**src/rtl/nois_mem_arb_pkg.sv**
```systemverilog
// Shared types and default widths for the two-master on-chip memory arbiter.
// The grant FSM state type lives here so the top and the bench agree on encoding.
package nois_mem_arb_pkg;

    localparam int unsigned ADDR_W_DEF = 10;
    localparam int unsigned DATA_W_DEF = 32;

    typedef enum logic [1:0] {
        IDLE = 2'd0,
        GNT0 = 2'd1,
        GNT1 = 2'd2
    } arb_state_e;

endpackage

```
**src/rtl/nois_rr_pick2.sv**
```systemverilog
// Two-way round-robin pick: on a tie the master that was not granted last wins.
module nois_rr_pick2
    import nois_mem_arb_pkg::*;
(
    input  logic req0_i,
    input  logic req1_i,
    input  logic last_grant_i,
    output logic valid_o,
    output logic winner_o
);

    assign valid_o  = req0_i | req1_i;
    assign winner_o = req1_i & (~req0_i | ~last_grant_i);

endmodule

```
**src/rtl/nois_system_onchip_mem_arbiter.sv**
```systemverilog
// Arbitrates two Avalon-style masters onto one single-port RAM with bounded
// bursts per grant and one-cycle read return to the owning master.
module nois_system_onchip_mem_arbiter
    import nois_mem_arb_pkg::*;
#(
    parameter int unsigned ADDR_W    = ADDR_W_DEF,
    parameter int unsigned DATA_W    = DATA_W_DEF,
    parameter int unsigned MAX_BURST = 4
) (
    input  logic                  clk,
    input  logic                  reset,

    input  logic [ADDR_W-1:0]     m0_address,
    input  logic [DATA_W/8-1:0]   m0_byteenable,
    input  logic                  m0_read,
    input  logic                  m0_write,
    input  logic [DATA_W-1:0]     m0_writedata,
    output logic                  m0_waitrequest,
    output logic [DATA_W-1:0]     m0_readdata,
    output logic                  m0_readdatavalid,

    input  logic [ADDR_W-1:0]     m1_address,
    input  logic [DATA_W/8-1:0]   m1_byteenable,
    input  logic                  m1_read,
    input  logic                  m1_write,
    input  logic [DATA_W-1:0]     m1_writedata,
    output logic                  m1_waitrequest,
    output logic [DATA_W-1:0]     m1_readdata,
    output logic                  m1_readdatavalid,

    output logic [ADDR_W-1:0]     mem_address,
    output logic [DATA_W/8-1:0]   mem_byteenable,
    output logic [DATA_W-1:0]     mem_writedata,
    output logic                  mem_chipselect,
    output logic                  mem_write,
    input  logic [DATA_W-1:0]     mem_readdata
);

    localparam logic [3:0] BURST_LIM = 4'(MAX_BURST);

    arb_state_e        state_q;
    logic              last_grant_q;
    logic [3:0]        burst_cnt_q;
    logic              rvld0_q;
    logic              rvld1_q;
    logic [DATA_W-1:0] rdata0_q;
    logic [DATA_W-1:0] rdata1_q;
    logic [DATA_W-1:0] rdata0_d;
    logic [DATA_W-1:0] rdata1_d;

    logic req0;
    logic req1;
    logic acc0;
    logic acc1;
    logic burst_last;
    logic pick_valid;
    logic pick_win;

    assign req0       = m0_read | m0_write;
    assign req1       = m1_read | m1_write;
    assign acc0       = (state_q == GNT0) & req0;
    assign acc1       = (state_q == GNT1) & req1;
    assign burst_last = (burst_cnt_q + 4'd1) == BURST_LIM;

    nois_rr_pick2 u_pick (
        .req0_i       (req0),
        .req1_i       (req1),
        .last_grant_i (last_grant_q),
        .valid_o      (pick_valid),
        .winner_o     (pick_win)
    );

    // Grant FSM; a grant ends on burst limit or when its owner drops the request.
    always_ff @(posedge clk or posedge reset) begin
        if (reset) begin
            state_q      <= IDLE;
            last_grant_q <= 1'b1;
            burst_cnt_q  <= '0;
        end else begin
            case (state_q)
                IDLE: begin
                    burst_cnt_q <= '0;
                    if (pick_valid) begin
                        state_q <= pick_win ? GNT1 : GNT0;
                    end
                end
                GNT0: begin
                    if (req0 && !burst_last) begin
                        burst_cnt_q <= burst_cnt_q + 4'd1;
                    end else begin
                        state_q      <= req1 ? GNT1 : IDLE;
                        last_grant_q <= 1'b0;
                        burst_cnt_q  <= '0;
                    end
                end
                GNT1: begin
                    if (req1 && !burst_last) begin
                        burst_cnt_q <= burst_cnt_q + 4'd1;
                    end else begin
                        state_q      <= req0 ? GNT0 : IDLE;
                        last_grant_q <= 1'b1;
                        burst_cnt_q  <= '0;
                    end
                end
                default: begin
                    state_q     <= IDLE;
                    burst_cnt_q <= '0;
                end
            endcase
        end
    end

    always_comb begin
        mem_address    = m0_address;
        mem_byteenable = m0_byteenable;
        mem_writedata  = m0_writedata;
        if (state_q == GNT1) begin
            mem_address    = m1_address;
            mem_byteenable = m1_byteenable;
            mem_writedata  = m1_writedata;
        end
    end

    assign mem_chipselect = acc0 | acc1;
    assign mem_write      = (acc0 & m0_write) | (acc1 & m1_write);
    assign m0_waitrequest = ~acc0;
    assign m1_waitrequest = ~acc1;

    // Read data passes straight through in the valid cycle and is then held.
    assign rdata0_d = rvld0_q ? mem_readdata : rdata0_q;
    assign rdata1_d = rvld1_q ? mem_readdata : rdata1_q;

    always_ff @(posedge clk or posedge reset) begin
        if (reset) begin
            rvld0_q  <= 1'b0;
            rvld1_q  <= 1'b0;
            rdata0_q <= '0;
            rdata1_q <= '0;
        end else begin
            rvld0_q  <= acc0 & m0_read & ~m0_write;
            rvld1_q  <= acc1 & m1_read & ~m1_write;
            rdata0_q <= rdata0_d;
            rdata1_q <= rdata1_d;
        end
    end

    assign m0_readdata      = rdata0_d;
    assign m1_readdata      = rdata1_d;
    assign m0_readdatavalid = rvld0_q;
    assign m1_readdatavalid = rvld1_q;

endmodule

```
**config.mk**
```make
export PLATFORM = sky130hd
export DESIGN_NAME = nois_system_onchip_mem_arbiter
export DESIGN_NICKNAME = d
export VERILOG_FILES = /design/src/rtl/nois_mem_arb_pkg.sv /design/src/rtl/nois_rr_pick2.sv /design/src/rtl/nois_system_onchip_mem_arbiter.sv
export SDC_FILE = /design/constraint.sdc
export NUM_CORES = 1
export LEC_CHECK = 0
export BUFFER_PORTS_ARGS = -buffer_cell sky130_fd_sc_hd__buf_4
export CORE_AREA = 2 2 94 96
export DETAILED_ROUTE_END_ITERATION = 8
export DIE_AREA = 0 0 96 98
export PLACE_DENSITY = 0.81
export SETUP_SLACK_MARGIN = 0.4
export SLEW_MARGIN = 15
export SYNTH_ARGS = -nofsm -noshare
export SYNTH_HDL_FRONTEND = slang
export SYNTH_SLANG_ARGS = --single-unit
```
**constraint.sdc**
```tcl
create_clock -name clk -period 6.2 [get_ports clk]
set_input_delay 1.55 -clock clk [delete_from_list [all_inputs] [get_ports clk]]
set_output_delay 1.55 -clock clk [all_outputs]
set_load 0.05 [all_outputs]
```
; Yosys cells after proc, flatten, opt, wreduce, memory -nomap -nowiden
; Cells that the tools add are included.
[op_classes]
addsub = 1
multipliers = 0
div = 0
magnitude_cmp = 0
n_eq_ne = 6
n_shift = 0
n_mux = 18
n_bitwise = 21
reduce_logical = 7
[op_table]
columns = cell, count
row1 = $mux W32, 3
row2 = $mux W4, 3
row3 = $mux W10, 1
row4 = $mux W2, 5
row5 = $and A1 B1 Y1, 9
row6 = $pmux W4 S2, 1
row7 = $ne A2 B2 Y1 const B, 3
row8 = $not A1 Y1, 6
row9 = $or A1 B1 Y1, 6
row10 = $pmux W2 S3, 1
row11 = $reduce_and A3 Y1, 2
row12 = $add A4 B1 Y4 const B, 1
row13 = $eq A4 B3 Y1 const B, 1
row14 = $mux W1, 3
row15 = $eq A2 B1 Y1 const B, 1
row16 = $eq A2 B2 Y1 const B, 1
row17 = $logic_and A1 B1 Y1, 2
row18 = $logic_not A2 Y1, 1
row19 = $pmux W1 S2, 1
row20 = $reduce_bool A2 Y1, 1
row21 = $logic_not A1 Y1, 1
[word_totals]
register_bits = 73
latch_bits = 0
ram_bits = 0
mem_bits_ro = 0
wordCells = 60
mem_count = 0

; Logic depth before layout (Yosys ltp)
[logic_depth]
depth_word = 7
depth_mapped = 6
ltp_nobuf = 6

; By module
; From an unflattened synthesis, not the netlist that was laid out.
[hier_totals]
hier_cells = 243
hier_area_um2 = 3483.3
[modules_own_cells]
columns = mod, n_inst, cells_per_inst, area_per_inst_um2, seq_area_each_um2
row1 = nois_system_onchip_mem_arbiter, 1, 241, 3469.6, 1828.0
row2 = nois_rr_pick2, 1, 2, 13.8, 0.0

; Worst setup path before layout
; Ideal clock, no wire load.
[synth_path]
path_type = input port to output port
startpoint = in m0_read
endpoint = out mem_chipselect
arrival_time_ns = 2.437
t_required_ns = 4.650
path_slack_ns = 2.213
cell_stages = 2
path_cell_list = o21ai_2 nand2_2
[synth_via]
elab_chain_cells = 3
[synth_rtl]
columns = item, line_no
row1 = start: declaration, nois_system_onchip_mem_arbiter.sv:15  ; input logic m0_read,
row2 = $or A1 B1 Y1, nois_system_onchip_mem_arbiter.sv:59  ; assign req0 = m0_read | m0_write;
row3 = $and A1 B1 Y1, nois_system_onchip_mem_arbiter.sv:61  ; assign acc0 = (state_q == GNT0) & req0;
row4 = $or A1 B1 Y1, nois_system_onchip_mem_arbiter.sv:124  ; assign mem_chipselect = acc0 | acc1;
row5 = end: declaration, nois_system_onchip_mem_arbiter.sv:34  ; output logic mem_chipselect,
; Every way passes these cells.

; Worst setup path in the final report
[layout_path]
startpoint = reg state_q[0]
endpoint = out mem_writedata[2]
[layout_via]
elab_chain_cells = 2
[layout_rtl]
columns = item, line_no
row1 = start: declaration, nois_system_onchip_mem_arbiter.sv:41  ; arb_state_e state_q;
row2 = start signal: assignment, nois_system_onchip_mem_arbiter.sv:84  ; state_q <= pick_win ? GNT1 : GNT0;
row3 = start signal: assignment, nois_system_onchip_mem_arbiter.sv:91  ; state_q <= req1 ? GNT1 : IDLE;
row4 = start signal: assignment, nois_system_onchip_mem_arbiter.sv:100  ; state_q <= req0 ? GNT0 : IDLE;
row5 = $eq A2 B2 Y1, nois_system_onchip_mem_arbiter.sv:117  ; if (state_q == GNT1) begin
row6 = $mux W32, nois_system_onchip_mem_arbiter.sv:117
row7 = end: declaration, nois_system_onchip_mem_arbiter.sv:33  ; output logic [DATA_W-1:0] mem_writedata,
; Every way passes these cells.

==> impl_metrics.env <==
export IMPL_outcome="complete, no violations"
export IMPL_p_leak_nw=2.783
export IMPL_power_share_switching_pct=51.83
export IMPL_clock_latency_ns=0.34
export IMPL_drive_gt1_share_pct=77.13
export IMPL_cts_setup_buffers=0
export IMPL_die_area_um2=9408
export IMPL_synth_seq_cells=73
export IMPL_crit_slowest_cell="ha_2"
export IMPL_die_w_um=96
export IMPL_yosys_area_top_type_share_pct=51.63
export IMPL_rsz0062_at_grt="false"
export IMPL_clk_pin_slew_ns=0.07
export IMPL_area_growth_pct=61.89
export IMPL_tns_ns=0
export IMPL_postSynthCellCount=243
export IMPL_cp_start_kind="flip-flop"
export IMPL_setup_violations_final=0
export IMPL_routed_wl_um=10370
export IMPL_max_freq_mhz=246.1
export IMPL_dp_hpwl_um=8170
export IMPL_clockBufferDepth=2
export IMPL_critical_path_max_stage_delay_ns=0.95
export IMPL_h_tree_depth=3
export IMPL_worstSetupPathType="reg2out"
export IMPL_combPwrFrac_pct=67.2
export IMPL_place_gp_congestion=0.8565
export IMPL_layout_nets=625
export IMPL_peakVddDrop_mv=0.3284
export IMPL_ctsResizeCount=0
export IMPL_synth_async_reset_ratio_pct=100.0
export IMPL_netlist_area_um2=3490
export IMPL_antenna_found_initial=0
export IMPL_p_clk_share_pct=11.6
export IMPL_pin_count=246
export IMPL_cp_cell_sequence="inv_1, ha_2, mux2_2, buf_4"
export IMPL_stdcell_count=602
export IMPL_fin_worst_skew_ns=0.005283
export IMPL_crit_arrival_ns=2.51
export IMPL_core_um2=8466
export IMPL_grt_pass1_vias=3063
export IMPL_grtUsageTotal_pct=21.80
export IMPL_synth_avg_cell_area_um2=14.36
export IMPL_layout_min_cycle_time_ns=4.063
export IMPL_power_density_nw_per_um2=636.3
export IMPL_numClockSinks=73
export IMPL_cp_max_fo=50
export IMPL_drt_iter0_drc=120
export IMPL_yosys_warnings=0
export IMPL_vias_per_cell=4.914
export IMPL_io_buffers=245
export IMPL_cts_buffers=9
export IMPL_seq_area_frac_synth_pct=52.38
export IMPL_final_hold_viol_count=0
export IMPL_synth_edf_count=0
export IMPL_synth_area_leader_cell="dfrtp_1"
export IMPL_ys_flop_type="dfrtp_1"
export IMPL_yosysUniqueCellTypes=32
export IMPL_critPathCaptureType="primary output"
export IMPL_placedCellCount=586
export IMPL_synth_top_cells_by_area="dfrtp_1 52%, mux2_2 34%, ha_1 2.2%"
export IMPL_worstMarginPinSlew_ns=1.124
export IMPL_maxCapViolations=0
export IMPL_slew_headroom_pct=25.07
export IMPL_wl_per_cell_um=17.22
export IMPL_ant_nets=0
export IMPL_finalMaxSlewViolations=0
export IMPL_n_fill_cell=639
export IMPL_grt_pass1_wl_um=15460
export IMPL_initial_core_util_pct=41.22
export IMPL_row_count=34
export IMPL_worstPathRequired_ns=4.65
export IMPL_timing_final_crit_share_pct=65.54
export IMPL_cts_tree="yes"
export IMPL_seqCellArea_um2=1828
export IMPL_utilization_pct=66.73
export IMPL_grt_overflow_total=0
export IMPL_min_delay_path_class="reg2reg"
export IMPL_p_sw_w=0.001863
export IMPL_multi_input_area_um2=1570
export IMPL_dieHeight_um=98
export IMPL_cts_root_buf="clkbuf_8"
export IMPL_p_seq_share_pct=21.1
export IMPL_via_count=2958
export IMPL_drc_errors=0
export IMPL_dr_pass1_iters=4
export IMPL_grt_max_degree=74
export IMPL_intPower_w=0.001731
export IMPL_antenna_cells=0
export IMPL_synthesis_nets=379
export IMPL_cts_hold_buf=0
## state kept, by name, indices dropped and copies added (netlist names)
name / cells
m1_readdatavalid: 1
m0_readdatavalid: 1
burst_cnt_q: 4
rdata1_q: 32
rdata0_q: 32
last_grant_q: 1
state_q: 2
## cells in the mapped netlist (all sizes together) (2+ instances only)
cell and number:
nor3b 2, o21a 2, nand2 3, o22ai 3, dfrtp 72, clkbuf 2
and3 2, nor2 4, inv 7, ha 6, a21oi 2, o21ai 3
mux2 110, xor2 2, buf 11
## worst paths after layout
path | from | endpoint | slack [ns] | cells past startpoint
setup / recovery | state_q[0] | mem_writedata[2] | 2.14 | 4
hold / removal | rdata1_q[0] | rdata1_q[0] | 0.50 | 1
setup reg to reg | state_q[0] | state_q[1] | 3.91 | 6
hold reg to reg | rdata1_q[0] | rdata1_q[0] | 0.50 | 1
max in group asynchronous | reset | rdata0_q[19] | 4.15 | 3
min in group asynchronous | reset | rdata0_q[3] | 1.49 | 3
## placed cells by master (no fill, tap or decap), types with 3 or more instances in the layout
master,count
buf_4,248
clkbuf_8,10
dfrtp_1,72
ha_1,5
inv_1,6
mux2_1,4
mux2_2,106
nor2_1,4
o22ai_1,3
## worst max-delay path: cells and delay by family, from the launching register on
family	cells	cell delay, ns
adders and majority gates	1	0.95
DFF	1	0.41
buffers and inverters	2	0.33
muxes	1	0.45
## cell families after synthesis
| group | after synthesis | share of synthesized area [%] |
|---|---|---|
| flops | 73 | 52.38 |
| simple gates | 16 | 2.653 |
| compound gates | 16 | 4.123 |
| xor+xnor | 2 | 0.5021 |
| buf+inv | 20 | 2.689 |
| fa+ha+maj | 6 | 2.151 |
| mux | 110 | 35.50 |
## per-stage QoR
step                      setup slack, ns  total power [W]  cell area (µm²)  hold slack (ns)
final                               2.137         0.003595             5649           0.4981
after global routing                2.012         0.003755             5649           0.5126
after CTS                           2.094         0.003631             5649           0.4940
after detailed placement            2.451         0.003203             5421           0.4845
after global placement              2.467         0.003164             5421           0.4684
after floorplan                     2.213         0.002511             3490           0.4512
## power by group through the flow
stage          clock network (W)  logic, W  registers, W
2_1_floorplan                  0   0.00175      0.000756
3_3_place_gp                   0   0.00241      0.000758
3_5_place_dp                   0   0.00243      0.000771
4_1_cts                 0.000430   0.00244      0.000762
5_1_grt                 0.000453   0.00252      0.000784
6_report                0.000418   0.00242      0.000760
## final cells by class
cell class	instances	share of cell area [%]
inverter	7	0.4651
clock inverter	6	1.595
sequential	73	32.36
tap	108	2.392
timing repair buffer	248	32.96
multi-input combinational	150	27.80
clock buffer	10	2.436
## layer usage
metal	wire [µm]	vias to the layer above	track usage (%)
met5	0	-	0
met4	280	0	9.121
met3	904	17	6.713
met2	5441	150	37.71
met1	3739	1428	24.39
li1	-	1363	-
Note: power is estimated with default switching activity, not from simulation.
